==> src/rtl/vend_pkg.sv <==
// Shared types for the vending credit controller: FSM states, coin codes and coin values.
package vend_pkg;

  typedef enum logic [2:0] {
    IDLE,
    COLLECT,
    VEND,
    CHANGE,
    REFUND
  } state_e;

  typedef enum logic [1:0] {
    COIN_5   = 2'b00,
    COIN_10  = 2'b01,
    COIN_20  = 2'b10,
    COIN_INV = 2'b11
  } coin_code_e;

  function automatic logic [7:0] coin_value(input coin_code_e code);
    case (code)
      COIN_5:  return 8'd5;
      COIN_10: return 8'd10;
      COIN_20: return 8'd20;
      default: return 8'd0;
    endcase
  endfunction

endpackage

==> src/rtl/vend_coin_decode.sv <==
// Maps a coin code plus the current credit to the coin's value and whether it may be credited.
module vend_coin_decode
  import vend_pkg::*;
#(
  parameter int CREDIT_W   = 6,
  parameter int MAX_CREDIT = 40
) (
  input  coin_code_e          code,
  input  logic [CREDIT_W-1:0] credit,
  output logic [CREDIT_W-1:0] value,
  output logic                accept
);

  logic [CREDIT_W:0] sum;

  // One extra bit so a near-full register cannot wrap and slip past the limit check.
  assign value  = CREDIT_W'(coin_value(code));
  assign sum    = {1'b0, credit} + {1'b0, value};
  assign accept = (code != COIN_INV) && (sum <= (CREDIT_W+1)'(MAX_CREDIT));

endmodule

==> src/rtl/vend_credit_ctrl.sv <==
// Vending transaction controller: collects coin credit, requests a vend, then pays change.
// Define VEND_CANCEL_EN to let a customer cancel during collection and get a full refund.
module vend_credit_ctrl
  import vend_pkg::*;
#(
  parameter int PRICE      = 20,
  parameter int COIN_UNIT  = 5,
  parameter int MAX_CREDIT = 40,
  parameter int CREDIT_W   = 6
) (
  input  logic                clk_i,
  input  logic                rst_ni,
  input  logic                coin_valid_i,
  input  logic [1:0]          coin_i,
  input  logic                cancel_i,
  input  logic                vend_ack_i,
  input  logic                change_ready_i,
  output logic                coin_reject_o,
  output logic                vend_valid_o,
  output logic                change_valid_o,
  output logic [CREDIT_W-1:0] credit_o,
  output logic                busy_o
);

  localparam logic [CREDIT_W-1:0] PRICE_C = CREDIT_W'(PRICE);
  localparam logic [CREDIT_W-1:0] UNIT_C  = CREDIT_W'(COIN_UNIT);

  state_e              state, state_n;
  coin_code_e          coin_code;
  logic [CREDIT_W-1:0] credit_n, coin_val;
  logic                coin_ok, reject_n, cancel_hit;

  assign coin_code = coin_code_e'(coin_i);

`ifdef VEND_CANCEL_EN
  assign cancel_hit = cancel_i;
`else
  logic unused_cancel;
  assign unused_cancel = cancel_i;
  assign cancel_hit    = 1'b0;
`endif

  vend_coin_decode #(
    .CREDIT_W  (CREDIT_W),
    .MAX_CREDIT(MAX_CREDIT)
  ) u_decode (
    .code  (coin_code),
    .credit(credit_o),
    .value (coin_val),
    .accept(coin_ok)
  );

  // In COLLECT the price check outranks a coin, so a coin never lands in the cycle that decides to vend.
  always_comb begin
    state_n  = state;
    credit_n = credit_o;
    reject_n = 1'b0;
    unique case (state)
      IDLE: begin
        if (coin_valid_i) begin
          if (coin_ok) begin
            credit_n = credit_o + coin_val;
            state_n  = COLLECT;
          end else begin
            reject_n = 1'b1;
          end
        end
      end
      COLLECT: begin
        if (cancel_hit) begin
          state_n  = REFUND;
          reject_n = coin_valid_i;
        end else if (credit_o >= PRICE_C) begin
          state_n  = VEND;
          reject_n = coin_valid_i;
        end else if (coin_valid_i) begin
          if (coin_ok) credit_n = credit_o + coin_val;
          else         reject_n = 1'b1;
        end
      end
      VEND: begin
        reject_n = coin_valid_i;
        if (vend_ack_i) begin
          credit_n = credit_o - PRICE_C;
          state_n  = (credit_o == PRICE_C) ? IDLE : CHANGE;
        end
      end
      CHANGE, REFUND: begin
        reject_n = coin_valid_i;
        if (change_ready_i) begin
          credit_n = credit_o - UNIT_C;
          if (credit_o == UNIT_C) state_n = IDLE;
        end
      end
      default: state_n = IDLE;
    endcase
  end

  // Outputs are decoded from the next state so they change on the same edge as the state.
  always_ff @(posedge clk_i or negedge rst_ni) begin
    if (!rst_ni) begin
      state          <= IDLE;
      credit_o       <= '0;
      coin_reject_o  <= 1'b0;
      vend_valid_o   <= 1'b0;
      change_valid_o <= 1'b0;
      busy_o         <= 1'b0;
    end else begin
      state          <= state_n;
      credit_o       <= credit_n;
      coin_reject_o  <= reject_n;
      vend_valid_o   <= (state_n == VEND);
      change_valid_o <= (state_n == CHANGE) || (state_n == REFUND);
      busy_o         <= (state_n != IDLE);
    end
  end

endmodule

==> config.mk <==
export PLATFORM = sky130hd
export DESIGN_NAME = vend_credit_ctrl
export DESIGN_NICKNAME = d
export VERILOG_FILES = /design/src/rtl/vend_pkg.sv /design/src/rtl/vend_coin_decode.sv /design/src/rtl/vend_credit_ctrl.sv
export SDC_FILE = /design/constraint.sdc
export NUM_CORES = 1
export LEC_CHECK = 0
export CAP_MARGIN = 20
export CORE_AREA = 2 2 66 68
export DETAILED_ROUTE_END_ITERATION = 10
export DIE_AREA = 0 0 68 70
export GPL_ROUTABILITY_DRIVEN = 0
export HOLD_SLACK_MARGIN = 0.15
export MAX_ROUTING_LAYER = met4
export PLACE_DENSITY = 0.47
export SYNTH_ARGS = -nofsm -noshare
export SYNTH_HDL_FRONTEND = slang
export SYNTH_SLANG_ARGS = --single-unit
export TNS_END_PERCENT = 5
==> constraint.sdc <==
create_clock -name clk_i -period 2.79 [get_ports clk_i]
set_input_delay 0.558 -clock clk_i [delete_from_list [all_inputs] [get_ports clk_i]]
set_output_delay 0.558 -clock clk_i [all_outputs]
set_load 0.005 [all_outputs]
======== Word-level counts from Yosys, hierarchy flattened ========
Cells that the tools add are included.
storage, ports and cells
  input port bits ......................... 8
  word-level logic and storage cells ...... 55
  output and inout bits ................... 10
  register bits ........................... 13
operators by class
  equal/unequal tests ..................... 15
  $add $sub $neg .......................... 4
  multiplexer cells ....................... 19
  order comparisons ....................... 2
  reductions and logical operators ........ 9
operator list
  kind                 count
  $mux 6               5
  $pmux 6 s4           1
  $mux 3               6
  $pmux 5 s3           1
  $eq 3x2->1 const B   4
  $pmux 3 s4           1
  $ne 2x2->1 const B   4
  $add 6x5->7          1
  $le 7x6->1 const B   1
  $add 6x6->6          1
  $eq 3x3->1 const B   2
  $eq 6x3->1 const B   1
  $eq 6x5->1 const B   1
  $ge 6x5->1 const B   1
  $sub 6x3->6 const B  1
  $sub 6x5->6 const B  1
  $reduce_and 4->1     1
  $reduce_bool 4->1    1
  $eq 3x1->1 const B   1
  $logic_not 3->1      1
  $mux 1               3
  $pmux 1 s3           1
  $reduce_bool 3->1    1
  $reduce_or 3->1      1
  other kinds (7)      7

======== Logic depth before layout (Yosys ltp) ========
Gate-level depths: netlist of the first run.
  word-level depth ........................ 10
  mapped depth ............................ 12
  mapped depth without buffers ............ 11

======== Modules after synthesis ========
From an unflattened synthesis of the first run, not the netlist that was laid out.
unflattened totals
  cells, all modules ...................... 180
  area, all modules ....................... 1539.0 sq um
by module, submodules not included
  module            cells each  seq. area each (sq um)  instances  area an instance (sq um)
  vend_credit_ctrl  136         325.3                   1          1191.1
  vend_coin_decode  44          0.0                     1          347.8

======== Least setup slack after synthesis of the first run ========
OpenSTA, ideal clock, no wires.
  path type ............................... input to register
  from .................................... input coin_i[1]
  to ...................................... register busy_o
  setup slack ............................. 0.242 ns
  arrival time ............................ 2.417 ns
  cell stages on the path ................. 11
  required time ........................... 2.659 ns
  buffers on the path ..................... 0
  cell sequence ........................... and2b_4 -> xnor2_1 -> ha_1 -> nor3_1 -> o31a_1 -> or3_1 -> o211ai_2 -> a21oi_2 -> o21ai_1 -> nand2b_1 -> or3_1
between the ends
  word-level cells in the longest chain between the ends .. 9
ends and longest elaborated chain
  element                             line                     text
  start: declaration                  vend_credit_ctrl.sv:14   input logic [1:0] coin_i,
  $eq 2x2->1 (tied with other cells)  vend_pkg.sv:20           case (code)
  $pmux 5 s3                          vend_pkg.sv:20
  $add 6x5->7                         vend_coin_decode.sv:18   assign sum = {1'b0, credit} + {1'b0, value};
  $le 7x6->1                          vend_coin_decode.sv:19   assign accept = (code != COIN_INV) && (sum <= (CREDIT_W+1)'(MAX_CREDIT));
  $logic_and 1x1->1 *                 vend_coin_decode.sv:19
  $mux 3 *                            vend_credit_ctrl.sv:61   if (coin_ok) begin
  $mux 3 *                            vend_credit_ctrl.sv:60   if (coin_valid_i) begin
  $pmux 3 s4 *                        vend_credit_ctrl.sv:58   unique case (state)
  via state_n[0]                      vend_credit_ctrl.sv:28   state_e state, state_n;
  $reduce_bool 3->1 *                 vend_credit_ctrl.sv:114  busy_o <= (state_n != IDLE);
  end signal: assignment              vend_credit_ctrl.sv:114
  end: declaration                    vend_credit_ctrl.sv:22   output logic busy_o
Mark *: on every way through the listed nets, which the timed path passes. The rest lies on a longest branch.
A chain may end at the register's enable or synchronous reset.

======== Worst setup path after layout of the first run ========
Ends and elaborated chain as after synthesis.

==> metrics, run 1 <==
outcome=finished clean; storage element area=approximately 330 sq um; clock latency on the worst-skew pair=0.25 ns; post-CTS clock slew at the launch and capture registers of the worst setup and hold paths=around 0.06 ns; vias per inst=5.402; Antenna Diode Count=0; share of async-settable or async-resettable flops after synthesis=100.0%; shortest period the worst path allows=2.642 ns; data required time of the worst path=approximately 2.9 ns; Yosys warning total=0; fraction of power consumed by sequential logic=between 10% and 20%; static leakage=a little over 0.7 nW; horizontal extent of the die=around 70 um; R2R Setup Slk=approximately 0.3 ns; Design Power=0.001949 W; Pwr Density=1206 nW/um^2; global-route usage over all layers=16.43%; Area Overhead vs Synth=37.01%; combinational family with the most area after synthesis=compound AO/OA/AOI/OAI gates; headroom to the max-slew limit=~54%; final net count=200; fraction of final layout cells with drive strength greater than 1=25.27%; sinks on the clock net=13; maximum number of pins on one net before global-route repair=14; Final setup violation count=0; Max clock buf depth=2; H-tree levels=1; actual transition at the worst max-transition pin=0.6871 ns; ys flop type=dfrtp_1; mux cell area share after synthesis=0.8484%; count of final max-slew check failures=0; global-route wire length before repair=5761 um; final cell count without fillers=234; smallest setup slack after layout=0.1480 ns; Worst setup SP type=input pin; crit path kind=in -> reg; cell-internal power=around 0.0011 W; switching power summed over all nets=0.0008856 W; portion of total power attributed to the clock network=under 10%; number of synthesized flops with an enable pin=0; fraction of synthesized cell area in xor and xnor cells=2.227%; CTS tree=done; die height=70 um; arrival time of data at the critical path endpoint=2.76 ns; setup repair after global routing missed its margin=no; final hold violation count=0; post-synthesis net count=163; average wire length per cell after detail routing=15.14 um; DR iter-0 viols=between 70 and 80; grt ovf=0; number of clock buffers inserted by TritonCTS=3; net switching fraction of the power=45.43%; placed wire-length estimate=between 2000 and 3000 um; drt drc=0; length of the first detailed-routing pass in iterations=5; maximum clock frequency=378.5 MHz; post-synthesis sequential area ratio=27.57%; top-level I/O count=18; Worst Hold Launch=state[2]; Final Skew=0.004029 ns; Compound-Gate Fraction of Synth Area=27.15%; Critical Path, Cell by Cell=clkbuf_2 > and2b_4 > xnor2_1 > ha_2 > nor3_1 > o31a_1 > or3_4 > o211ai_4 > a21oi_2 > o21ai_1 > nand2b_1 > or3_1; simple logic cell fraction of the synthesized area=about a quarter; count of standard-cell rows=24; antenna violations before repair=0; vias post-DR=1,264; area of the die=4760 sq um; r2r endpoint=busy_o; post-place setup slack=-0.5237 ns; Worst VDD drop=377.4 uV; Slowest Stage Delay on Critical Path=0.42 ns; register bit total from synthesis=13; Critical-path top delay cell=or3_4; instance count along the most critical hold path=1; number of placed cells counting well taps=228; input/output buffers=16; adder-cell area share of the yosys netlist=about a tenth; Reg-to-Reg Start=credit_o[1]; Final Cycle Share=94.69%; number of max-cap violations=0; worst hold path type=reg -> reg; final antenna-violating net count=0; post-detailed-routing wire length=3543 um; number of global-route vias before repair=approximately 1,200; footprint of the multi-input gates=835.8 sq um; number of distinct library cells after synthesis=43; area of the mapped netlist=1180 sq um; Core Box Area=a little over 4000 sq um; share of total power in combinational logic=72.1%; worst reg2reg path depth=11; number of hold buffers added after cts=0; count of fill cells added during filler insertion=443; largest fanout on the critical path=3; average cell area after synthesis=8.081 sq um; capturing element type of the critical path=flop; cell chosen for the clock root=clkbuf_8; number of cells produced by synthesis=146; Initial Utilization=28.47%; Min-Delay Endpoint=vend_valid_o
## placed cells by master, fill, tap and decap left out, types with 3 or more instances in the layout
cell type	n
a21o_1	3
a21oi_1	13
a22oi_1	3
a31oi_1	7
buf_4	21
clkbuf_8	3
clkdlybuf4s50_1	14
dfrtp_1	13
ha_1	7
inv_1	8
nand2_1	14
nand2b_1	4
nor2_1	9
nor2b_1	3
nor3_1	5
o21ai_0	5
o221ai_1	4
xnor2_1	3
## Yosys cell counts, types with 5 or more instances
master	n	share of area, %
dfrtp_1	13	28
inv_1	8	2.5
a31oi_1	7	3.7
ha_1	9	9.5
nor3_1	6	2.5
o21ai_0	5	2.1
nor2_1	10	3.2
a21oi_1	13	5.5
nand2_1	14	4.5
## what timing repair did
action,in CTS,in global routing
cloned,0,0
endpoints found under the setup margin,7,7
buffers inserted,1,1
pin swaps,3,6
resized for setup,8,11
## sequential cells by signal, indices dropped and copies added (netlist names)
signal          cells
vend_valid_o        1
coin_reject_o       1
change_valid_o      1
credit_o            6
busy_o              1
state               3
## how the worst max path moves through the flow
stage              start     endpoint  cells past startpoint
5_1_grt        coin_i[0]       busy_o                     12
6_report       coin_i[1]       busy_o                     12
4_1_cts        coin_i[1]       busy_o                     12
3_3_place_gp   coin_i[0]       busy_o                     12
2_1_floorplan  coin_i[1]       busy_o                     11
3_5_place_dp   coin_i[0]  credit_o[2]                     11
## power groups by stage
| stage | Sequential [W] | Clock (W) | Combinational [W] |
|---|---|---|---|
| after floorplan | 0.000350 | 0 | 0.000837 |
| after global placement | 0.000373 | 0 | 0.00127 |
| after detailed placement | 0.000372 | 0 | 0.00129 |
| after CTS | 0.000371 | 0.000178 | 0.00132 |
| after global routing | 0.000391 | 0.000188 | 0.00156 |
| final | 0.000373 | 0.000172 | 0.00140 |
## layout make-up
type / instances / share of cell area, %
well taps: 52 / 4.025
inverters: 10 / 2.322
multi-input cells: 118 / 51.70
repair buffers: 37 / 19.04
clock buffers: 4 / 2.786
flip-flops and latches: 13 / 20.12
## routing by layer
metal	vias to the layer above	global-route usage (%)	part of all wire, %
met5	-	-	0
met4	0	6.444	1.6
met3	5	1.127	4.4
met2	42	26.21	49
met1	610	21.34	45
li1	607	-	-
## metrics by stage
step | utilization, % | hold slack, ns | cell area (sq um) | TNS [ns]
after floorplan | - | 0.2624 | 1180 | 0
after global placement | 36.35 | 0.6316 | 1506 | -3.133
after detailed placement | 36.35 | 0.6435 | 1506 | -3.541
after CTS | 38.16 | 0.6472 | 1582 | 0
after global routing | 39.01 | 0.6793 | 1617 | 0
final | 39.01 | 0.6456 | 1617 | 0
## cells by family after synthesis
| kind of cell | after synthesis |
|---|---|
| AND/OR/NAND/NOR | 57 |
| AO/OA/AOI/OAI | 48 |
| buffers and inverters | 15 |
| flip-flops | 13 |
| adder cells (fa/ha/maj) | 9 |
| XOR/XNOR | 3 |
| multiplexers | 1 |
## worst max-delay path: cells and delay by family
| kind | cells | cell delay [ns] |
|---|---|---|
| simple gates | 5 | 1.16 |
| compound gates | 4 | 0.61 |
| fa+ha+maj | 1 | 0.20 |
| xor+xnor | 1 | 0.12 |
| buf+inv | 1 | 0.10 |
No activity file was read; power rests on OpenSTA's default activity.
==> inputs of run 2 (changes only) <==
--- a/config.mk
+++ b/config.mk
@@ -10,7 +10,6 @@
 export DETAILED_ROUTE_END_ITERATION = 10
 export DIE_AREA = 0 0 68 70
 export GPL_ROUTABILITY_DRIVEN = 0
-export HOLD_SLACK_MARGIN = 0.15
 export MAX_ROUTING_LAYER = met4
 export PLACE_DENSITY = 0.47
 export SYNTH_ARGS = -nofsm -noshare
==> results of run 2 <==
Same layout as run 1: the final DEF is identical, and so are final timing and power.
